$ cat src/rtl/microwave_pkg.sv
// Shared types and widths for the microwave oven control blocks.
package microwave_pkg;

   localparam int KEYPAD_W = 10;
   localparam int DIGIT_W  = 4;

   typedef enum logic [2:0] {
      IDLE  = 3'd0,
      ENTRY = 3'd1,
      COOK  = 3'd2,
      PAUSE = 3'd3,
      DONE  = 3'd4,
      QLOAD = 3'd5
   } state_e;

   // Index of the highest set key; only meaningful for one-hot input.
   function automatic logic [DIGIT_W-1:0] key_to_bcd(input logic [KEYPAD_W-1:0] k);
      key_to_bcd = '0;
      for (int i = 0; i < KEYPAD_W; i++)
         if (k[i]) key_to_bcd = DIGIT_W'(i);
   endfunction

endpackage

$ cat src/rtl/cook_sequencer_if.sv
// Panel-input and timer-control bundle between the panel, sequencer and timer.
interface cook_sequencer_if;
   import microwave_pkg::*;

   logic [KEYPAD_W-1:0] keypad;
   logic                start;
   logic                stop;
   logic                door_closed;
   logic                tick_1hz;
   logic                timer_zero;
   logic                load_strobe;
   logic [DIGIT_W-1:0]  load_digit;
   logic                timer_clear;
   logic                count_en;
   logic                mag_on;
   logic                beep;
   logic [2:0]          state;

   modport master (
      input  keypad, start, stop, door_closed, tick_1hz, timer_zero,
      output load_strobe, load_digit, timer_clear, count_en, mag_on, beep, state
   );

   modport slave (
      output keypad, start, stop, door_closed, tick_1hz, timer_zero,
      input  load_strobe, load_digit, timer_clear, count_en, mag_on, beep, state
   );

endinterface

$ cat src/rtl/keypad_encoder.sv
// One-hot keypad to BCD with registered press detection; multi-key chords give no event.
module keypad_encoder
   import microwave_pkg::*;
(
   input  logic                clk,
   input  logic                reset,
   input  logic [KEYPAD_W-1:0] keypad,
   output logic                key_evt,
   output logic [DIGIT_W-1:0]  key_digit
);

   logic any_q;
   logic any_now;

   assign any_now = |keypad;

   always_ff @(posedge clk or posedge reset) begin
      if (reset) begin
         any_q     <= 1'b0;
         key_evt   <= 1'b0;
         key_digit <= '0;
      end else begin
         any_q     <= any_now;
         key_evt   <= any_now & ~any_q & $onehot(keypad);
         key_digit <= key_to_bcd(keypad);
      end
   end

endmodule

$ cat src/rtl/cook_sequencer.sv
// Microwave cook sequencing FSM: digit entry, cook/pause/done, magnetron and beeper.
// Optional quick start (fixed QUICK_SECS load from IDLE) enabled by `define QUICK_START_EN.
module cook_sequencer
   import microwave_pkg::*;
#(
   parameter int MAX_DIGITS = 3,
   parameter int BEEP_SECS  = 3,
   parameter int QUICK_SECS = 30
) (
   input logic              clk,
   input logic              reset,
   cook_sequencer_if.master bus
);

   localparam int BW = $clog2(BEEP_SECS + 1);

   state_e             state_q, state_d;
   logic [1:0]         digit_cnt_q, digit_cnt_d;
   logic [BW-1:0]      beep_cnt_q, beep_cnt_d;
   logic               load_strobe_q, load_strobe_d;
   logic [DIGIT_W-1:0] load_digit_q, load_digit_d;
   logic               timer_clear_q, timer_clear_d;
   logic               start_q, stop_q, start_evt, stop_evt;
   logic               key_evt;
   logic [DIGIT_W-1:0] key_digit;
   logic               can_start;
`ifdef QUICK_START_EN
   localparam logic [DIGIT_W-1:0] Q_TENS = DIGIT_W'(QUICK_SECS / 10);
   localparam logic [DIGIT_W-1:0] Q_ONES = DIGIT_W'(QUICK_SECS % 10);
   logic qstep_q, qstep_d, qdoor_q, qdoor_d;
`endif

   keypad_encoder u_keys (
      .clk      (clk),
      .reset    (reset),
      .keypad   (bus.keypad),
      .key_evt  (key_evt),
      .key_digit(key_digit)
   );

   assign can_start = start_evt & bus.door_closed & ~bus.timer_zero;

   always_ff @(posedge clk or posedge reset) begin
      if (reset) begin
         state_q       <= IDLE;
         digit_cnt_q   <= '0;
         beep_cnt_q    <= '0;
         load_strobe_q <= 1'b0;
         load_digit_q  <= '0;
         timer_clear_q <= 1'b0;
         start_q       <= 1'b0;
         stop_q        <= 1'b0;
         start_evt     <= 1'b0;
         stop_evt      <= 1'b0;
`ifdef QUICK_START_EN
         qstep_q       <= 1'b0;
         qdoor_q       <= 1'b0;
`endif
      end else begin
         state_q       <= state_d;
         digit_cnt_q   <= digit_cnt_d;
         beep_cnt_q    <= beep_cnt_d;
         load_strobe_q <= load_strobe_d;
         load_digit_q  <= load_digit_d;
         timer_clear_q <= timer_clear_d;
         start_q       <= bus.start;
         stop_q        <= bus.stop;
         start_evt     <= bus.start & ~start_q;
         stop_evt      <= bus.stop & ~stop_q;
`ifdef QUICK_START_EN
         qstep_q       <= qstep_d;
         qdoor_q       <= qdoor_d;
`endif
      end
   end

   // Every branch looks only at the current state, so a coincident event never
   // acts on the state being entered.
   always_comb begin
      state_d       = state_q;
      digit_cnt_d   = digit_cnt_q;
      beep_cnt_d    = beep_cnt_q;
      load_strobe_d = 1'b0;
      load_digit_d  = '0;
      timer_clear_d = 1'b0;
`ifdef QUICK_START_EN
      qstep_d       = qstep_q;
      qdoor_d       = qdoor_q;
`endif
      case (state_q)
         IDLE: begin
            if (stop_evt) timer_clear_d = 1'b1;
            else if (key_evt) begin
               load_strobe_d = 1'b1;
               load_digit_d  = key_digit;
               digit_cnt_d   = 2'd1;
               state_d       = ENTRY;
            end
`ifdef QUICK_START_EN
            else if (start_evt && bus.door_closed) begin
               load_strobe_d = 1'b1;
               load_digit_d  = Q_TENS;
               qstep_d       = 1'b0;
               qdoor_d       = 1'b0;
               state_d       = QLOAD;
            end
`endif
         end
         ENTRY: begin
            if (stop_evt) begin
               timer_clear_d = 1'b1;
               digit_cnt_d   = '0;
               state_d       = IDLE;
            end else if (can_start) state_d = COOK;
            else if (key_evt && digit_cnt_q < 2'(MAX_DIGITS)) begin
               load_strobe_d = 1'b1;
               load_digit_d  = key_digit;
               digit_cnt_d   = digit_cnt_q + 2'd1;
            end
         end
         COOK: begin
            if (!bus.door_closed) state_d = PAUSE;
            else if (bus.timer_zero) begin
               digit_cnt_d = '0;
               state_d     = DONE;
            end else if (stop_evt) state_d = PAUSE;
         end
         PAUSE: begin
            if (stop_evt) begin
               timer_clear_d = 1'b1;
               digit_cnt_d   = '0;
               state_d       = IDLE;
            end else if (can_start) state_d = COOK;
         end
         DONE: begin
            if (key_evt || start_evt || stop_evt) begin
               beep_cnt_d = '0;
               state_d    = IDLE;
            end else if (bus.tick_1hz) begin
               if (beep_cnt_q == BW'(BEEP_SECS - 1)) begin
                  beep_cnt_d = '0;
                  state_d    = IDLE;
               end else beep_cnt_d = beep_cnt_q + 1'b1;
            end
         end
`ifdef QUICK_START_EN
         QLOAD: begin
            // Door opening anywhere in the two-load window diverts to PAUSE.
            qdoor_d = qdoor_q | ~bus.door_closed;
            if (!qstep_q) begin
               load_strobe_d = 1'b1;
               load_digit_d  = Q_ONES;
               qstep_d       = 1'b1;
            end else state_d = qdoor_d ? PAUSE : COOK;
         end
`endif
         default: state_d = IDLE;
      endcase
   end

   assign bus.load_strobe = load_strobe_q;
   assign bus.load_digit  = load_digit_q;
   assign bus.timer_clear = timer_clear_q;
   assign bus.count_en    = (state_q == COOK);
   assign bus.mag_on      = (state_q == COOK) & bus.door_closed;
   assign bus.beep        = (state_q == DONE);
   assign bus.state       = state_q;

endmodule

$ cat src/flat_wrapper.sv
// flat-port wrapper written by rule: the top's interface ports become plain ports
module cook_sequencer_flat import microwave_pkg::*;
#(
   parameter int MAX_DIGITS = 3,
   parameter int BEEP_SECS  = 3,
   parameter int QUICK_SECS = 30
)
  (clk, reset, bus_keypad, bus_start, bus_stop, bus_door_closed, bus_tick_1hz, bus_timer_zero, bus_load_strobe, bus_load_digit, bus_timer_clear, bus_count_en, bus_mag_on, bus_beep, bus_state);
  cook_sequencer_if bus_i ();
  input logic clk;
  input logic reset;
  input wire logic [$bits(bus_i.keypad)-1:0] bus_keypad;
  input wire logic [$bits(bus_i.start)-1:0] bus_start;
  input wire logic [$bits(bus_i.stop)-1:0] bus_stop;
  input wire logic [$bits(bus_i.door_closed)-1:0] bus_door_closed;
  input wire logic [$bits(bus_i.tick_1hz)-1:0] bus_tick_1hz;
  input wire logic [$bits(bus_i.timer_zero)-1:0] bus_timer_zero;
  output wire logic [$bits(bus_i.load_strobe)-1:0] bus_load_strobe;
  output wire logic [$bits(bus_i.load_digit)-1:0] bus_load_digit;
  output wire logic [$bits(bus_i.timer_clear)-1:0] bus_timer_clear;
  output wire logic [$bits(bus_i.count_en)-1:0] bus_count_en;
  output wire logic [$bits(bus_i.mag_on)-1:0] bus_mag_on;
  output wire logic [$bits(bus_i.beep)-1:0] bus_beep;
  output wire logic [$bits(bus_i.state)-1:0] bus_state;
  assign bus_i.keypad = bus_keypad;
  assign bus_i.start = bus_start;
  assign bus_i.stop = bus_stop;
  assign bus_i.door_closed = bus_door_closed;
  assign bus_i.tick_1hz = bus_tick_1hz;
  assign bus_i.timer_zero = bus_timer_zero;
  assign bus_load_strobe = bus_i.load_strobe;
  assign bus_load_digit = bus_i.load_digit;
  assign bus_timer_clear = bus_i.timer_clear;
  assign bus_count_en = bus_i.count_en;
  assign bus_mag_on = bus_i.mag_on;
  assign bus_beep = bus_i.beep;
  assign bus_state = bus_i.state;
  cook_sequencer #(.MAX_DIGITS(MAX_DIGITS), .BEEP_SECS(BEEP_SECS), .QUICK_SECS(QUICK_SECS)) u_core (.clk(clk), .reset(reset), .bus(bus_i));
endmodule
$ cat config.mk
export PLATFORM = sky130hd
export DESIGN_NAME = cook_sequencer_flat
export DESIGN_NICKNAME = d
export VERILOG_FILES = /design/src/rtl/microwave_pkg.sv /design/src/rtl/cook_sequencer_if.sv /design/src/rtl/keypad_encoder.sv /design/src/rtl/cook_sequencer.sv /design/src/flat_wrapper.sv
export SDC_FILE = /design/constraint.sdc
export NUM_CORES = 1
export LEC_CHECK = 0
export ABC_AREA = 1
export ABC_CLOCK_PERIOD_IN_PS = 1400
export BUFFER_PORTS_ARGS = -buffer_cell sky130_fd_sc_hd__buf_2
export CORE_MARGIN = 3
export CORE_UTILIZATION = 41
export DETAILED_ROUTE_END_ITERATION = 7
export PLACE_DENSITY_LB_ADDON = 0.2
export SKIP_LAST_GASP = 1
export SYNTH_ARGS = -nofsm -noshare
export SYNTH_HDL_FRONTEND = slang
export SYNTH_SLANG_ARGS = --single-unit
export TNS_END_PERCENT = 5
$ cat constraint.sdc
create_clock -name clk -period 1.4 [get_ports clk]
set_clock_uncertainty 0.1 [all_clocks]
set_input_delay 0.07 -clock clk [delete_from_list [all_inputs] [get_ports clk]]
set_output_delay 0.07 -clock clk [all_outputs]
set_load 0.005 [all_outputs]
==> impl_metrics.py <==
metrics = {
    "routing": {
        "drt_pass1_iterations": 4,
        "vias": 1107,
        "wl_per_cell_um": 9.98,
        "via_per_inst": 4.45,
        "drc": 0,
        "routed_wirelength_um": 2490,
        "drtIter0Drc": 31,
        "route.antenna.remaining_nets": 0,
    },
    "sta": {
        "slew_headroom_pct": 81.4,
        "finalHoldViolCount": 0,
        "layout_setup_ws_ns": -1.14,
        "fmax_mhz": 393,
        "setup_viol": 3,
        "drv_slew": 0,
        "setup_tns_ns": -1.17,
        "period_minus_slack_ns": 2.54,
        "rsz0062_at_grt": "true",
        "worstMarginPinSlew_ns": 0.279,
        "fin_crit_sh_pct": 182,
    },
    "clock_network": {
        "cts_setup_buffers": 0,
        "ctsHtreeMaxLevel": 1,
        "cts_tree": "built",
        "clock_path_buffers": 2,
        "insertion_delay_ns": 0.30,
        "clock-root-buffer": "clkbuf_4",
        "cts_sinks": 23,
        "path_clk_slew_ns": 0.11,
        "numCtsBuffers": 3,
    },
    "synth": {
        "synth_area_per_cell_sq_um": 8.26,
        "syn_inst": 159,
        "ys_warn_count": 0,
        "ys_ff_latch": 23,
        "syn_nets": 186,
        "synth-seq-area-share_pct": 43.8,
        "netlist.area_leader.share_pct": 43.8,
        "yosys.area.top_type": "dfrtp_1",
        "synth_cell_types": 20,
        "synth_area_leaders": "dfrtp_1, nand2_1, fa_1, inv_1, nor2_1",
        "synth_area_sq_um": 1310,
    },
    "final_layout": {
        "instances_no_fill": 249,
        "area_growth_pct": 28.0,
        "layout.cells.most_common": "nand2_1",
        "final_nets": 235,
        "diodes": 0,
        "filler_cell_count": 273,
        "drive_above_1_share_pct": 24.2,
        "final_cell_mix": "nand2_1, inv_1, buf_2, dfrtp_1, nor2_1",
    },
    "setup_path": {
        "slowest_stage": "fa_1",
        "worstPathCellList": "buf_2, fa_1, fa_1, inv_1, fa_1, inv_1, ha_1, inv_1, fa_1, o2111ai_1, a21oi_1",
        "cpPeakStageDelay_ns": 0.52,
        "start_kind": "input pin",
        "crit_path_end_kind": "flop",
        "crit_path_frequent_cell": "fa_1",
        "cp_max_fo": 2,
        "arrival_ns": 2.67,
        "required_ns": 1.53,
        "criticalPathCategory": "in2reg",
    },
    "grt": {
        "grt_max_degree": 24,
        "grt_pass1_wl_um": 4720,
        "grt_pass1_vias": 1142,
        "grt-ovfl-total": 0,
        "antenna_found_initial": 0,
        "grt_use_total_pct": 14.4,
    },
    "placed_design": {
        "port-buffer-count": 28,
        "post-dp-hpwl_um": 2020,
        "place.gp.congestion": 0.819,
        "dpl.cell_count": 234,
    },
    "die": {
        "die-area_sq_um": 3920,
        "core_sq_um": 2900,
        "pin_count": 29,
        "rows": 19,
        "initial_utilization_pct": 45.3,
        "die_w_um": 62.6,
        "dieHeight_um": 62.6,
    },
    "status": {
        "violations": "setup timing",
        "status": "complete, but fails checks",
    },
    "run": {
        "maxCapViolCount": 0,
    },
    "pwr": {
        "p_per_area_nw_per_um2": 1230,
        "vdd_drop_max_mv": 0.680,
        "p_leak_uw": 0.000959,
    },
    "worst_hold_path": {
        "hold_class": "in2reg",
    },
}
==> registers in the layout (all words and copies together) (netlist names) <==
name                     flops
u_core.beep_cnt_q            2
u_core.bus.load_digit        4
u_core.bus.load_strobe       1
u_core.bus.state             3
u_core.bus.timer_clear       1
u_core.digit_cnt_q           2
u_core.start_evt             1
u_core.start_q               1
u_core.stop_evt              1
u_core.stop_q                1
u_core.u_keys.any_q          1
u_core.u_keys.key_digit      4
u_core.u_keys.key_evt        1
==> cells in the mapped netlist <==
master     count
dfrtp_1       23
o21ai_1        3
inv_1         32
nor3b_1        2
nand3_1       10
nor2_1        14
a21boi_1       4
a21oi_1        4
o2111ai_1      1
ha_1           4
o21ai_0        3
fa_1           6
nand4_1        3
nand2_2        1
nor3_1         1
nand3_2        2
inv_2          4
nor2_2         5
nor3_2         1
nand2_1       36
==> routing by layer <==
layer | GRT usage [%] | wire length (um) | up-vias
met5 | 0 | 0 | -
met4 | 1.93 | 13 | 0
met3 | 4.50 | 92 | 2
met2 | 26.8 | 1310 | 15
met1 | 16.5 | 1070 | 504
li1 | - | - | 586
==> report_power, final <==
part           leakage (uW)  internal (uW)  switching (uW)
Sequential         0.000293            763             104
Clock             0.0000177            106             177
Combinational      0.000649            393             522
Total              0.000959           1260             803
==> through the flow <==
step	hold WS, ns	util, %	area, sq um	setup slack [ns]	total power, uW
CTS	0.0256	58.0	1680	-1.15	2100
detailed placement	0.0185	53.2	1540	-1.47	1780
finish	0.0435	58.0	1680	-1.14	2060
global placement	0.0147	53.2	1540	-1.39	1730
floorplan	-0.0281	-	1310	-1.22	1500
global route	0.0473	58.0	1680	-1.26	2290
==> worst paths after layout <==
kind,startpoint,to,slack (ns),cells past startpoint
hold / removal,bus_tick_1hz,u_core.beep_cnt_q[1],0.04,4
setup reg to reg,u_core.digit_cnt_q[0],u_core.digit_cnt_q[0],0.07,7
hold reg to reg,u_core.start_q,u_core.start_evt,0.30,1
setup / recovery,bus_keypad[0],u_core.u_keys.key_evt,-1.14,11
max in group asynchronous,reset,u_core.stop_q,0.75,4
min in group asynchronous,reset,u_core.u_keys.key_digit[0],0.23,4
==> cell type report <==
class                      instances  area, sq um  share of cell area, %
clock buffer                       3         22.5                   1.34
clock inverter                     1         5.00                  0.298
inverter                          36          135                   8.04
multi-input combinational        100          603                   35.9
sequential                        23          576                   34.2
tap                               42         52.6                   3.13
timing repair buffer              44          288                   17.1
==> cells by family after synthesis <==
logic type	Yosys count	share of synthesized area (%)
compound gates	15	6.76
buf+inv	36	10.3
simple gates	75	26.2
flops	23	43.8
fa+ha+maj	10	13.0
==> what timing repair did <==
item / 4_1_cts / 5_1_grt
resized for setup: 0 / 0
hold buffers: 11 / 0
setup endpoints to repair: 3 / 11
endpoints found under the hold margin: 32 / 0
==> worst max-delay path: cells and delay by family <==
kind	cells	cell delay, ns
AO/OA/AOI/OAI	2	0.23
adder cells (fa/ha/maj)	5	2.07
buffers and inverters	4	0.30
Note: power is estimated with default switching activity, not from simulation.
